File: config.mk
export PLATFORM = sky130hd
export DESIGN_NAME = imem_loader
export DESIGN_NICKNAME = d
export VERILOG_FILES = /design/src/rtl/imem_pkg.sv /design/src/rtl/byte_to_word_packer.sv /design/src/rtl/imem_loader.sv
export SDC_FILE = /design/constraint.sdc
export NUM_CORES = 1
export LEC_CHECK = 0
export ABC_CLOCK_PERIOD_IN_PS = 3300
export CAP_MARGIN = 20
export CORE_MARGIN = 1.5
export CORE_UTILIZATION = 54
export CTS_CLUSTER_DIAMETER = 50
export CTS_CLUSTER_SIZE = 16
export DETAILED_ROUTE_END_ITERATION = 16
export GPL_TIMING_DRIVEN = 0
export PLACE_DENSITY = 0.79
export SLEW_MARGIN = 20
export SYNTH_ARGS = -nofsm -noshare
export SYNTH_HDL_FRONTEND = slang
export SYNTH_HIERARCHICAL = 1
export SYNTH_SLANG_ARGS = --single-unit
File: constraint.sdc
create_clock -name clk -period 3.3 [get_ports clk]
set_clock_uncertainty 0.1 [all_clocks]
set_input_delay 0.66 -clock clk [delete_from_list [all_inputs] [get_ports clk]]
set_output_delay 0.66 -clock clk [all_outputs]
set_load 0.01 [all_outputs]
File: src/rtl/imem_pkg.sv
// Shared constants for the instruction-memory loader: depth default, word width,
// header length and the loader FSM state encodings.
package imem_pkg;

  localparam int NUM_INST_DEF = 128;
  localparam int WORD_W       = 32;
  localparam int HDR_LEN      = 2;

  localparam logic [2:0] ST_IDLE = 3'd0;
  localparam logic [2:0] ST_HDR  = 3'd1;
  localparam logic [2:0] ST_DATA = 3'd2;
  localparam logic [2:0] ST_CSUM = 3'd3;
  localparam logic [2:0] ST_DONE = 3'd4;

endpackage

File: src/rtl/byte_to_word_packer.sv
// Collects four little-endian bytes; word_valid pulses combinationally on the
// fourth byte so the caller can register the write in the same edge.
module byte_to_word_packer
  import imem_pkg::*;
(
  input  logic              clk,
  input  logic              rst_n,
  input  logic              clear,
  input  logic              byte_valid,
  input  logic [7:0]        byte_data,
  output logic              word_valid,
  output logic [WORD_W-1:0] word
);

  logic [1:0]  cnt;
  logic [23:0] acc;

  always_ff @(posedge clk) begin
    if (!rst_n || clear) begin
      cnt <= 2'd0;
      acc <= 24'd0;
    end else if (byte_valid) begin
      cnt <= cnt + 2'd1;
      if (cnt != 2'd3) begin
        acc[{cnt, 3'b000} +: 8] <= byte_data;
      end
    end
  end

  assign word_valid = byte_valid && (cnt == 2'd3);
  assign word       = {byte_data, acc};

endmodule

File: src/rtl/imem_loader.sv
// Byte-stream program loader for the instruction memory; holds the core in busy
// while loading. Optional trailing XOR checksum under IMEM_LOADER_CHECKSUM_EN.
module imem_loader
  import imem_pkg::*;
#(
  parameter int NUM_INST = NUM_INST_DEF,
  parameter int ADDR_W   = $clog2(NUM_INST)
) (
  input  logic              clk,
  input  logic              rst_n,
  input  logic              start,
  input  logic              s_valid,
  input  logic [7:0]        s_data,
  output logic              s_ready,
  output logic              mem_we,
  output logic [ADDR_W-1:0] mem_addr,
  output logic [WORD_W-1:0] mem_wdata,
  output logic              busy,
  output logic              done,
  output logic              err,
  output logic [15:0]       words_loaded,
  output logic [2:0]        state
);

  localparam logic [16:0] NUM_LIM = 17'(NUM_INST);

  logic [15:0]       n_words;
  logic [15:0]       word_idx;
  logic              byte_fire;
  logic              in_stream;
  logic              word_valid;
  logic [WORD_W-1:0] word;

`ifdef IMEM_LOADER_CHECKSUM_EN
  logic [7:0] csum;
  assign in_stream = (state == ST_HDR) || (state == ST_DATA) || (state == ST_CSUM);
`else
  assign in_stream = (state == ST_HDR) || (state == ST_DATA);
`endif

  // A byte is transferred only when s_valid && s_ready; s_valid alone is never consumed.
  assign s_ready   = in_stream;
  assign busy      = in_stream;
  assign done      = (state == ST_DONE);
  assign byte_fire = s_valid && s_ready;

  byte_to_word_packer u_packer (
    .clk        (clk),
    .rst_n      (rst_n),
    .clear      (state == ST_IDLE),
    .byte_valid (byte_fire && (state == ST_DATA)),
    .byte_data  (s_data),
    .word_valid (word_valid),
    .word       (word)
  );

  always_ff @(posedge clk) begin
    if (!rst_n) begin
      state        <= ST_IDLE;
      n_words      <= 16'd0;
      word_idx     <= 16'd0;
      mem_we       <= 1'b0;
      mem_addr     <= '0;
      mem_wdata    <= '0;
      err          <= 1'b0;
      words_loaded <= 16'd0;
`ifdef IMEM_LOADER_CHECKSUM_EN
      csum         <= 8'd0;
`endif
    end else begin
      mem_we <= 1'b0;
      case (state)
        ST_IDLE: begin
          if (start) begin
            state        <= ST_HDR;
            err          <= 1'b0;
            words_loaded <= 16'd0;
            word_idx     <= 16'd0;
            n_words      <= 16'd0;
`ifdef IMEM_LOADER_CHECKSUM_EN
            csum         <= 8'd0;
`endif
          end
        end
        ST_HDR: begin
          if (byte_fire) begin
`ifdef IMEM_LOADER_CHECKSUM_EN
            csum <= csum ^ s_data;
`endif
            // Shift right so the first header byte ends up as the LSB.
            n_words <= {s_data, n_words[15:8]};
            if (word_idx == 16'(HDR_LEN - 1)) begin
              word_idx <= 16'd0;
              state    <= ({s_data, n_words[15:8]} == 16'd0) ? ST_DONE : ST_DATA;
            end else begin
              word_idx <= word_idx + 16'd1;
            end
          end
        end
        ST_DATA: begin
          if (byte_fire) begin
`ifdef IMEM_LOADER_CHECKSUM_EN
            csum <= csum ^ s_data;
`endif
          end
          if (word_valid) begin
            // Words beyond the memory depth are consumed but not written.
            if ({1'b0, word_idx} < NUM_LIM) begin
              mem_we       <= 1'b1;
              mem_addr     <= word_idx[ADDR_W-1:0];
              mem_wdata    <= word;
              words_loaded <= words_loaded + 16'd1;
            end else begin
              err <= 1'b1;
            end
            word_idx <= word_idx + 16'd1;
            if (word_idx == n_words - 16'd1) begin
`ifdef IMEM_LOADER_CHECKSUM_EN
              state <= ST_CSUM;
`else
              state <= ST_DONE;
`endif
            end
          end
        end
`ifdef IMEM_LOADER_CHECKSUM_EN
        ST_CSUM: begin
          if (byte_fire) begin
            if (s_data != csum) err <= 1'b1;
            state <= ST_DONE;
          end
        end
`endif
        ST_DONE: state <= ST_IDLE;
        default: state <= ST_IDLE;
      endcase
    end
  end

endmodule

# Word level (Yosys, flattened, before mapping)
# Cells that the tools add are included.
[totals]
latchBits = 0
output_inout_bits = 63
register_bits = 118
inputBits = 12
ram_bits = 0
rom_bits = 0
elab_cells = 74
n_memories = 0
[classes]
n_div = 0
mux = 23
order_cmp = 1
n_reduce_logical = 19
mul = 0
addsub = 5
n_eq_ne = 14
bitwise = 0
shifts = 2
[op_table]
columns = ["cell", "count"]
rows = [
  ["$mux W16", 7],
  ["$pmux W16 S2", 2],
  ["$pmux W16 S3", 1],
  ["$add A16 B1 Y16 const B", 2],
  ["$bwmux W24", 1],
  ["$shift A8 B7 Y24 const A", 1],
  ["$shiftx A8 B7 Y24", 1],
  ["$mux W3", 6],
  ["$eq A16 B1 Y1 const B", 1],
  ["$eq A16 B16 Y1", 1],
  ["$logic_not A16 Y1", 1],
  ["$lt A16 B8 Y1 const B", 1],
  ["$sub A16 B1 Y16 const B", 1],
  ["$reduce_and A4 Y1", 3],
  ["$pmux W3 S3", 1],
  ["$reduce_and A3 Y1", 3],
  ["$ne A2 B1 Y1 const B", 4],
  ["$ne A2 B2 Y1 const B", 4],
  ["$neg A5 Y7", 1],
  ["$reduce_and A5 Y1", 1],
  ["$mux W1", 4],
  ["$reduce_bool A2 Y1", 2],
  ["$eq A3 B1 Y1 const B", 1],
  ["$eq A3 B2 Y1 const B", 1],
  ["other kinds (10)", 13],
]

# Longest topological paths before layout
# Gate-level depths: netlist of the first run.
[logic_depth]
word_depth = 7
ltp_mapped = 13
ltp_nobuf = 10

# Cells and area by module
# Netlist of the first run, hierarchy kept.
[modules_own_cells]
columns = ["module", "instances", "seq_area_each_um2", "cells_each", "area_each_um2"]
rows = [
  ["imem_loader", 1, 1841.8, 531, 4196.5],
  ["byte_to_word_packer", 1, 520.5, 113, 1109.8],
]

# Worst setup path after synthesis of the first run
# OpenSTA, ideal clock, no wires.
[synth_path]
kind = "flip-flop to flip-flop"
start = "register state[0]"
end = "register word_idx[11]"
path_buffers = 3
required_time_ns = 3.083
setup_slack_ns = 0.754
path_stages_with_launch = 14
synth_period_minus_slack_ns = 2.546
arrival_ns = 2.329
setup_ns = 0.117
path_cell_list = "dfxtp_1 -> clkbuf_1 -> nor2_1 -> and3_1 -> buf_4 -> and2_1 -> mux2i_1 -> o21a_1 -> nor2_1 -> and4_1 -> clkbuf_1 -> and3_1 -> xnor2_1 -> nor2_1"
[synth_between]
elab_chain_len = 7
word_cells_on_any_way = 13
cone_classes = "eq/ne: 5; mux: 1; reduce/logical: 7"
[synth_lines]
columns = ["item", "line_no", "source"]
rows = [
  ["start: declaration", "imem_loader.sv:22", "output logic [2:0] state"],
  ["start signal: assignment", "imem_loader.sv:94", "state <= ({s_data, n_words[15:8]} == 16'd0) ? ST_DONE : ST_DATA;"],
  ["$eq A3 B1 Y1 / $eq A3 B2 Y1 (equally long branches)", "imem_loader.sv:38, imem_loader.sv:51", ""],
  ["$logic_or A1 B1 Y1", "imem_loader.sv:38", "assign in_stream = (state == ST_HDR) || (state == ST_DATA);"],
  ["$logic_and A1 B1 Y1", "imem_loader.sv:45", "assign byte_fire = s_valid && s_ready;"],
  ["$logic_and A1 B1 Y1 *", "imem_loader.sv:51", ".byte_valid (byte_fire && (state == ST_DATA)),"],
  ["$logic_and A1 B1 Y1 *", "byte_to_word_packer.sv:30", "assign word_valid = byte_valid && (cnt == 2'd3);"],
  ["via word_valid", "imem_loader.sv:31", "logic word_valid;"],
  ["$ne A2 B1 Y1 (no source line) *", "-", ""],
  ["$reduce_and A4 Y1 (no source line) *", "-", ""],
  ["end signal: assignment", "imem_loader.sv:96", "word_idx <= word_idx + 16'd1;"],
  ["end signal: assignment", "imem_loader.sv:116", "word_idx <= word_idx + 16'd1;"],
  ["end: declaration", "imem_loader.sv:28", "logic [15:0] word_idx;"],
]
# Mark *: on every way through the listed nets, which the timed path passes. The rest lies on a longest branch.
# A chain may end at the register's enable or synchronous reset.

# Final worst setup path of the first run
[layout_path]
start = "register state[2]"
end = "output s_ready"
[layout_between]
elab_chain_len = 2
word_cells_on_any_way = 3
cone_classes = "eq/ne: 2; reduce/logical: 1"
[layout_lines]
columns = ["item", "line_no", "source"]
rows = [
  ["$eq A3 B1 Y1 / $eq A3 B2 Y1 (equally long branches)", "imem_loader.sv:38", ""],
  ["$logic_or A1 B1 Y1 *", "imem_loader.sv:38", ""],
  ["end: declaration", "imem_loader.sv:14", "output logic s_ready,"],
]
# Every way passes the cells marked *; elsewhere a longest branch is shown, timed or not.

==> results.toml, run 1 <==
[cells_and_area]
num-fill-cells = 714
fin_util_pct = 72.70
mostFrequentLayoutCells = "130 x nand2_1, 118 x dfxtp_1, 77 x a21oi_1"
regArea_mm2 = 0.002362
num_antenna_cells = 0
drive_gt1_share_pct = 8.655
final_cells = 880
multiInputGateArea_mm2 = 0.002666
layout_commonest_cell = "nand2_1"
area_growth_pct = 28.39
layout.nets = 759

[placed_design]
gp_congestion = 0.8773
pre_cts_ws_ns = -0.3528
place_inst = 847
io_buffers = 74
dp_hpwl_mm = 9.873

[synthesis]
seq_area_frac_synth_pct = 44.52
async_flop_share_pct = 0
synth_area_per_cell_um2 = 8.240
synth_top_cell_area_share_pct = 44.52
synth_cell_types = 55
synthesis.instances = 644
synth_nets = 665
synth_edf_count = 0
synth-main-ff-cell = "dfxtp_1"
yosys_warnings = 6
synth_seq_cells = 118
synthTopCellsByArea = "dfxtp_1 45%, nand2_1 9.2%, a21oi_1 7.3%"
netlist.top_cell.by_area = "dfxtp_1"
synth.cell_area_mm2 = 0.005306

[power_and_ir_drop]
p_clk_share_pct = 51.3
pwr-share-comb_pct = 7.5
max-vdd-ir-drop_v = 0.0003678
p_int_mw = 2.709
seqPwrFrac_pct = 41.1
powerDensity_mw_per_mm2 = 520.0
switching_power_uw = 833.2
swShare_pct = 23.52
leakage_nw = 2.340

[timing]
report.final.slew_viol_count = 0
max_freq_mhz = 307.0
period_share_pct = 98.70
maxSlewHeadroom_pct = 44.22
hold_viol = 0
rsz0062_at_grt = "yes"
setup_viol = 0
finalCriticalPeriod_ns = 3.257
tightest_slew_ns = 0.8328
fin_ws_ns = 0.04278

[clock_network]
clock_latency_ns = 0.52
clk_pin_slew_ns = 0.06
cts_hold_buf = 0
cts_tree = "yes"
root_buffer = "clkbuf_8"
htree_levels = 4
cts_buffer_depth = 2
cts_sinks = 118
cts_buffers = 17

[routing]
drt_iter0_markers = 343
drtAntennaViolNets = 0
drc = 0
vias = 4982
wl_per_cell_um = 16.18
drt_wl_total_mm = 14.24
vias_per_cell = 5.661
first_pass_iters = 8

[floorplan]
core_area_mm2 = 0.009371
dieArea_mm2 = 0.01043
ios = 75
fp.dieH_um = 102.1
start_util_pct = 56.62
die_x_um = 102.1
rows = 35

[global_route]
grt_max_degree = 17
grt.total_usage_pct = 28.42
grt_pass1_wl_mm = 22.93
grt_overflow = 0
antenna_found_initial = 0
grt_pass1_vias = 4845

[worst_setup_path]
start_kind = "flop"
crit_family = "buffers and inverters"
reg2reg_to = "word_idx[4]"
r2r_cells = 11
critPathMaxStageDelay_ns = 0.51
slowest_stage = "clkdlybuf4s50_1"
crit_arrival_ns = 2.50
reg2reg_slack_ns = 0.19
critPathMaxFanout = 10
path_class = "reg -> out"
critical_path_buf_inv_count = 4
path_cells = "clkbuf_1, nor3b_2, clkbuf_2, nand2b_1, buf_4, clkdlybuf4s50_1"
cp.required_ns = 2.54
r2r-start = "state[2]"
crit_path_end_kind = "output pin"

[min_path]
hold_path_class = "reg -> reg"
hold_path_depth = 2
min_from = "mem_wdata[2]"
min_to = "mem_wdata[2]"

[outcome]
status = "finished clean"

[run]
cap_violations = 0
## state kept, by name, summed over array words and instances, names as in the netlist
| name | flops |
|---|---|
| err | 1 |
| mem_addr | 7 |
| mem_wdata | 32 |
| mem_we | 1 |
| n_words | 16 |
| state | 3 |
| u_packer/acc | 24 |
| u_packer/cnt | 2 |
| word_idx | 16 |
| words_loaded | 16 |
## what timing repair did
item / in CTS / in global routing
pin swaps: 0 / 1
setup buffers: 0 / 2
setup endpoints to repair: 2 / 16
gates resized for setup: 2 / 0
## power by group through the flow
stage	combinational [mW]	clock [mW]	sequential, mW
after floorplan	0.170	0	1.48
after global placement	0.253	0	1.48
after detailed placement	0.261	0	1.48
after CTS	0.263	1.83	1.46
after global routing	0.291	1.89	1.46
final	0.267	1.82	1.46
## worst reg2reg max path: stages (launching register included)
cell	delay, ns
dfxtp_1	0.39
clkbuf_1	0.35
nor2_1	0.09
and3_1	0.20
buf_4	0.16
and2_1	0.16
mux2i_1	0.25
mux2i_1	0.11
o21ai_0	0.62
o31ai_2	0.24
buf_2	0.25
nor2_1	0.12
## layout make-up
cell class              instances  share of cell area [%]
plain buffers                  47                   3.453
clock buffers                  20                   6.391
inverters                      12                  0.6612
well taps                     129                   2.369
repair buffers                 76                   11.09
flip-flops and latches        118                   34.67
multi-input cells             466                   39.14
clock inverters                12                   2.222
## Yosys cell counts, types with 2 or more instances
| library cell | n |
|---|---|
| and4_1 | 2 |
| nor3b_1 | 3 |
| nor2_1 | 48 |
| nand4_1 | 14 |
| or3_1 | 6 |
| inv_1 | 11 |
| a21oi_1 | 77 |
| buf_2 | 4 |
| nand4b_1 | 2 |
| nor4_1 | 5 |
| xnor2_1 | 26 |
| nand3_1 | 34 |
| nor3b_2 | 2 |
| clkbuf_1 | 31 |
| a31oi_1 | 2 |
| a32oi_1 | 6 |
| o21ai_0 | 13 |
| buf_4 | 10 |
| mux2i_1 | 5 |
| nor3_1 | 11 |
| o311ai_0 | 2 |
| xor2_1 | 20 |
| nand2_1 | 130 |
| and3_1 | 5 |
| a22o_1 | 8 |
| dfxtp_1 | 118 |
| ha_1 | 9 |
| and2_1 | 6 |
| nand3b_1 | 4 |
| or4_1 | 2 |
| buf_6 | 2 |
| nand2b_1 | 3 |
## per-stage QoR
stage / hold slack [ns] / setup TNS [ns] / total power [mW] / cell area (um2)
after global placement: 0.3373 / -1.787 / 1.736 / 6208
after detailed placement: 0.3446 / -3.281 / 1.745 / 6208
after global routing: 0.3717 / -0.4152 / 3.638 / 6813
final: 0.3532 / 0 / 3.543 / 6813
after floorplan: 0.3315 / 0 / 1.652 / 5306
after CTS: 0.3551 / 0 / 3.545 / 6798
## how the worst max path moves through the flow
| stage | cells past startpoint | slack (ns) | end | from |
|---|---|---|---|---|
| floorplan | 13 | 0.75 | word_idx[11] | state[0] |
| global placement | 11 | -0.25 | words_loaded[13] | s_valid |
| detailed placement | 11 | -0.35 | words_loaded[13] | s_valid |
| CTS | 5 | 0.05 | s_ready | state[0] |
| global route | 6 | -0.06 | s_ready | state[2] |
| finish | 6 | 0.04 | s_ready | state[2] |
## kinds of logic after synthesis
kind of cell / Yosys count / share of synthesized area (%)
AO/OA/AOI/OAI: 117 / 12.97
XOR/XNOR: 46 / 7.593
adder cells (fa/ha/maj): 9 / 2.122
buffers and inverters: 60 / 5.329
flip-flops: 118 / 44.52
multiplexers: 6 / 1.155
AND/OR/NAND/NOR: 288 / 26.31
## layer usage
layer	up-vias	part of all wire (%)	GRT usage [%]
met3	34	6.4	6.635
li1	2392	-	-
met1	2375	41	33.49
met5	-	0	0
met2	181	50	50.28
met4	0	2.2	10.54
Power figures use the tool's default switching activity.
==> run 2: changes to the inputs <==
--- a/config.mk
+++ b/config.mk
@@ -8,14 +8,13 @@
 export ABC_CLOCK_PERIOD_IN_PS = 3300
 export CAP_MARGIN = 20
 export CORE_MARGIN = 1.5
-export CORE_UTILIZATION = 54
+export CORE_UTILIZATION = 55
 export CTS_CLUSTER_DIAMETER = 50
 export CTS_CLUSTER_SIZE = 16
 export DETAILED_ROUTE_END_ITERATION = 16
 export GPL_TIMING_DRIVEN = 0
-export PLACE_DENSITY = 0.79
+export PLACE_DENSITY = 0.8
 export SLEW_MARGIN = 20
 export SYNTH_ARGS = -nofsm -noshare
 export SYNTH_HDL_FRONTEND = slang
-export SYNTH_HIERARCHICAL = 1
 export SYNTH_SLANG_ARGS = --single-unit
==> run 2 against run 1 <==
  * Via count rose by 3.2%
  * Hold slack improved by 0.0032 ns
  * Sequential cell count unchanged
  * Sequential power about the same
  * Setup slack better by 0.045 ns
  * Count of clock-buffer cells in the layout decreased by 1
  * Die area is 1.7% higher
  * Final cell count up 3.6%
  * Largest power group unchanged
==> results.toml, run 2 <==
[outcome]
status = "finished clean"

[floorplan]
ios = 75
rows = 36
dieArea_mm2 = 0.01060
core_area_mm2 = 0.009729
start_util_pct = 56.49
die_x_um = 103.0
fp.dieH_um = 103.0

[global_route]
antenna_found_initial = 0
busiest_layer = "met2"
grt_pass1_vias = 4759
grt_overflow = 0
grt_use_met1_pct = 37.50
use_met3_pct = 6.780
grt_pass1_wl_mm = 23.14
use_met2_pct = 46.31
grt.total_usage_pct = 28.67
grt_max_degree = 17

[placed_design]
io_buffers = 74
gp_congestion = 0.9558
dp_hpwl_mm = 10.26

[clock_network]
postCtsSetupBuffers = 0
cts_buffers = 17
clock_latency_ns = 0.53
cts_sinks = 118
cts_buffer_depth = 2
htree_levels = 4
cts_hold_buf = 0
cts_tree = "yes"
root_buffer = "clkbuf_8"
ctsResizeCount = 5
clk_pin_slew_ns = 0.06

[timing]
max_freq_mhz = 311.4
rsz0062_at_grt = "no"
setup_viol = 0
report.final.slew_viol_count = 0
tns_ns = 0
finalCriticalPeriod_ns = 3.212
maxSlewHeadroom_pct = 34.51
tightest_slew_ns = 0.9803
hold_viol = 0
period_share_pct = 97.33

[cells_and_area]
mostFrequentLayoutCells = "153 x nand2_1, 117 x dfxtp_1, 74 x clkdlybuf4s50_1"
drive_gt1_share_pct = 6.932
largest_register_ffs = 32
layout_commonest_cell = "nand2_1"
top_register = "mem_wdata"
area_growth_pct = 27.73
regArea_mm2 = 0.002364
num_antenna_cells = 0
layout.nets = 788
reg.largest.list = "mem_wdata (32), u_packer.acc (24)"
num-fill-cells = 789
multiInputGateArea_mm2 = 0.002919

[synthesis]
synthTopCellsByArea = "dfxtp_1 43%, nand2_1 10%, a21boi_0 7.6%"
synth_nets = 698
synth_most_common_cell = "nand2_1"
synth_cell_types = 51
async_flop_share_pct = 0
ys_top_cells_by_count = "153 x nand2_1, 118 x dfxtp_1, 56 x a21boi_0"
synth.cell_area_mm2 = 0.005497
synth_area_per_cell_um2 = 8.119
synth_top_cell_area_share_pct = 42.98
synth-main-ff-cell = "dfxtp_1"
synth_seq_cells = 118
seq_area_frac_synth_pct = 42.98
synth_edf_count = 0
yosys_warnings = 0
synthesis.instances = 677
netlist.top_cell.by_area = "dfxtp_1"

[worst_setup_path]
start_kind = "flop"
crit_arrival_ns = 2.45
path_class = "reg -> out"
crit_family = "buffers and inverters"
crit_path_end_kind = "output pin"
slowest_stage = "clkdlybuf4s50_1"
critPathMaxFanout = 11
critical_path_buf_inv_count = 4
cp.required_ns = 2.54
critPathMaxStageDelay_ns = 0.47
path_cells = "buf_4, nor2_1, and2_4, buf_4, or2_2, buf_4, clkdlybuf4s50_1"
crit_top_cell = "buf_4"

[routing]
drtAntennaViolNets = 0
vias_per_cell = 5.637
drt_iter0_markers = 381
drc = 0
first_pass_iters = 5
vias = 5141
drt_wl_total_mm = 14.76
wl_per_cell_um = 16.18

[power_and_ir_drop]
max-vdd-ir-drop_v = 0.0005883
p_total_mw = 3.635
leakage_nw = 2.390
powerDensity_mw_per_mm2 = 517.8

[run]
cap_violations = 0

[min_path]
hold_path_class = "reg -> reg"
## run 2: final cells by class
cell class | count | area share (%)
Buffer | 42 | 2.549
Clock buffer | 19 | 6.291
Clock inverter | 12 | 2.513
Inverter | 9 | 0.4812
Multi-Input combinational cell | 505 | 41.58
Sequential cell | 118 | 33.67
Tap cell | 133 | 2.370
Timing Repair Buffer | 74 | 10.55
## run 2: worst min-delay path: stages (launching register included)
cell and delay, ns:
dfxtp_1 0.31, nand2_1 0.05, a21oi_1 0.05
## run 2: metrics by stage
step / hold WS, ns / setup slack, ns / util (%) / cells / cell area [um2]
after floorplan: 0.3321 / 0.7931 / - / 677 / 5497
after global placement: 0.3396 / -0.01519 / 65.82 / 884 / 6404
after detailed placement: 0.3443 / -0.04954 / 65.82 / 884 / 6404
after CTS: 0.3528 / 0.01595 / 72.15 / 912 / 7019
after global routing: 0.3640 / 0.003109 / 72.16 / 912 / 7020
final: 0.3564 / 0.08818 / 72.16 / 912 / 7020
## run 2: cells by family after synthesis
family                     count (synthesis)  synth area share (%)
and+or+nand+nor                          328                 28.59
AOI/OAI and AO/OA                        118                 14.36
DFF                                      118                 42.98
buffers and inverters                     54                 3.961
xor gates and xnor gates                  47                 7.489
adders and majority gates                  9                 2.049
muxes                                      3                0.5691
## run 2: worst paths after layout
kind	to	from	cells past startpoint	slack, ns
worst max-delay path	s_ready	state[1]	7	0.09
worst min-delay path	u_packer.acc[18]	u_packer.acc[18]	2	0.36
worst max register to register	word_idx[3]	word_idx[0]	7	0.16
worst min register to register	u_packer.acc[18]	u_packer.acc[18]	2	0.36
## run 2: per-layer routing
| layer | share of wire, % | up-vias |
|---|---|---|
| met5 | 0 | - |
| met4 | 1.6 | 0 |
| met3 | 7.1 | 26 |
| met2 | 48 | 212 |
| met1 | 43 | 2420 |
| li1 | - | 2483 |
## run 2: power breakdown
part	leakage (nW)	switching (mW)	internal [mW]	total, mW
clock	0.300	0.659	1.26	1.92
combinational	1.14	0.161	0.0964	0.257
sequential	0.951	0.0215	1.44	1.46
==> run 3: changes to the inputs <==
==> config.mk (replaced) <==
export PLATFORM = sky130hd
export DESIGN_NAME = imem_loader
export DESIGN_NICKNAME = d
export VERILOG_FILES = /design/src/rtl/imem_pkg.sv /design/src/rtl/byte_to_word_packer.sv /design/src/rtl/imem_loader.sv
export SDC_FILE = /design/constraint.sdc
export NUM_CORES = 1
export LEC_CHECK = 0
export ABC_CLOCK_PERIOD_IN_PS = 3700
export CAP_MARGIN = 20
export CORE_MARGIN = 3
export CORE_UTILIZATION = 59
export CTS_CLUSTER_DIAMETER = 50
export CTS_CLUSTER_SIZE = 16
export DETAILED_ROUTE_END_ITERATION = 16
export GPL_TIMING_DRIVEN = 0
export PLACE_DENSITY = 0.85
export SYNTH_ARGS = -nofsm -noshare
export SYNTH_HDL_FRONTEND = slang
export SYNTH_SLANG_ARGS = --single-unit
==> constraint.sdc (replaced) <==
create_clock -name clk -period 3.7 [get_ports clk]
set_clock_uncertainty 0.1 [all_clocks]
set_input_delay 0.74 -clock clk [delete_from_list [all_inputs] [get_ports clk]]
set_output_delay 0.74 -clock clk [all_outputs]
set_load 0.01 [all_outputs]
==> run 3 against run 2 <==
  * Final cell count decreased by 2.4%
  * Total power down 13%
  * Die area shrank 0.87%
  * Setup slack gained 0.056 ns
  * Core utilization grew 6.1 points
  * Largest power group unchanged
  * Highest routed layer unchanged
==> results.toml, run 3 (synthesis results as in run 2) <==
[worst_setup_path]
setup.worst_path.start = "state[2]"
crit_family = "buffers and inverters"
path_cells = "clkbuf_1, nor2_1, and2_1, buf_2, or2_2, buf_4, clkdlybuf4s50_1"
crit_path_end_kind = "output pin"
start_kind = "flop"
critPathMaxFanout = 11
critPathMaxStageDelay_ns = 0.47
cp.required_ns = 2.86
path_class = "reg -> out"
critical_path_buf_inv_count = 4
r2r-start = "n_words[0]"
slowest_stage = "clkdlybuf4s50_1"
crit_arrival_ns = 2.72

[clock_network]
htree_levels = 4
cts_tree = "yes"
clock_latency_ns = 0.53
cts_buffers = 17
cts_buffer_depth = 2
cts_sinks = 118
postCtsSetupBuffers = 0
clk_pin_slew_ns = 0.06
root_buffer = "clkbuf_8"

[floorplan]
fp.dieH_um = 102.5
ios = 75
die_x_um = 102.5
start_util_pct = 61.82
dieArea_mm2 = 0.01051
core_area_mm2 = 0.008891
rows = 34

[routing]
drtAntennaViolNets = 0
drt_iter0_markers = 276
first_pass_iters = 6
drc = 0
drt-met1-wl_mm = 6.033
vias_per_cell = 5.851
highest-signal-layer = "met4"
drt_wl_total_mm = 14.87
wl_per_cell_um = 16.71
vias = 5207
wl_met2_mm = 7.467
route.met3.wl_um = 990

[cells_and_area]
layout.nets = 790
mostFrequentLayoutCells = "153 x nand2_1, 118 x dfxtp_1, 74 x clkdlybuf4s50_1"
design_area_mm2 = 0.006955
area_growth_pct = 26.54
largest_register_ffs = 32
top_register = "mem_wdata"
num_antenna_cells = 0
layout_commonest_cell = "nand2_1"
reg.largest.list = "mem_wdata (32), u_packer.acc (24)"
drive_gt1_share_pct = 6.650

[timing]
hold_viol = 0
tightest_slew_ns = 0.9006
setup_viol = 0
tns_ns = 0
finalCriticalPeriod_ns = 3.556
period_share_pct = 96.11
maxSlewHeadroom_pct = 39.83
max_freq_mhz = 281.2
rsz0062_at_grt = "no"
report.final.slew_viol_count = 0

[run]
cap_violations = 0

[power_and_ir_drop]
leakage_nw = 2.370
pwr-share-comb_pct = 7.2
seqPwrFrac_pct = 41.1
max-vdd-ir-drop_v = 0.0002952
p_clk_share_pct = 51.7
swShare_pct = 25.74
p_int_mw = 2.343
powerDensity_mw_per_mm2 = 453.7
switching_power_uw = 812.4

[min_path]
min_from = "u_packer.acc[17]"
hold_path_class = "reg -> reg"

[global_route]
grt_pass1_vias = 5164
grt.total_usage_pct = 29.64
grt_pass1_wl_mm = 24.43
grt_overflow = 0
grt_max_degree = 17
antenna_found_initial = 0

[placed_design]
gp_congestion = 0.8969
dp_hpwl_mm = 10.49
io_buffers = 74
dpl_cell_area_mm2 = 0.006372

[outcome]
status = "finished clean"
==> run 3: cell types whose count changed in the layout (fill, tap and decap cells not counted) <==
cell,previous run,this run
clkbuf_1,33,36
clkinv_2,3,0
inv_6,1,4
buf_2,5,7
buf_4,4,2
bufinv_16,4,2
clkbuf_8,3,1
clkinv_4,2,4
inv_8,0,2
and2_1,9,10
and2_4,1,0
dfxtp_1,117,118
dfxtp_2,1,0
==> run 3: power by group through the flow <==
stage / Sequential (mW) / Combinational [mW] / Clock (mW)
2_1_floorplan: 1.32 / 0.146 / 0
3_3_place_gp: 1.32 / 0.215 / 0
3_5_place_dp: 1.32 / 0.222 / 0
4_1_cts: 1.30 / 0.226 / 1.64
5_1_grt: 1.30 / 0.248 / 1.70
6_report: 1.30 / 0.229 / 1.63
==> run 3: final cells by class <==
type                            count  area, um2
Sequential cell                   118       2362
Clock inverter                     14      167.7
Inverter                            9      33.78
Buffer                             44      181.4
Fill cell                         596       1936
Timing Repair Buffer               74      740.7
Clock buffer                       18      417.9
Tap cell                          108      135.1
Multi-Input combinational cell    505       2917
==> run 3: tightest hold or removal path, stage by stage (launching register included) <==
cell	delay, ns
dfxtp_1	0.31
nand2_1	0.05
a21oi_1	0.05
==> run 3: final timing paths <==
kind                                          to  slack, ns  depth (start not counted)
worst max-delay path                     s_ready       0.14                          7
worst min-delay path            u_packer.acc[17]       0.35                          2
worst max register to register          state[1]       0.76                         11
worst min register to register  u_packer.acc[17]       0.35                          2
==> run 3: through the flow <==
stage | utilization [%] | total power [mW] | hold WS, ns | cells | setup slack, ns
floorplan | - | 1.466 | 0.3321 | 677 | 1.113
global placement | 71.67 | 1.539 | 0.3400 | 859 | 0.3790
detailed placement | 71.67 | 1.546 | 0.3436 | 859 | 0.3845
CTS | 78.27 | 3.157 | 0.3524 | 891 | 0.03279
global route | 78.23 | 3.249 | 0.3792 | 890 | 0.002989
finish | 78.23 | 3.156 | 0.3506 | 890 | 0.1438
==> run 3: per-layer routing <==
layer / track usage (%) / up-vias
li1: - / 2493
met1: 35.93 / 2468
met2: 50.35 / 202
met3: 7.848 / 44
met4: 11.40 / 0
met5: 0 / -
==> run 3: what timing repair did <==
| item | in CTS | in global routing |
|---|---|---|
| hold endpoints to repair | 0 | 0 |
| gates resized for setup | 1 | 0 |
| endpoints found under the setup margin | 2 | 2 |
| hold buffers | 0 | 0 |
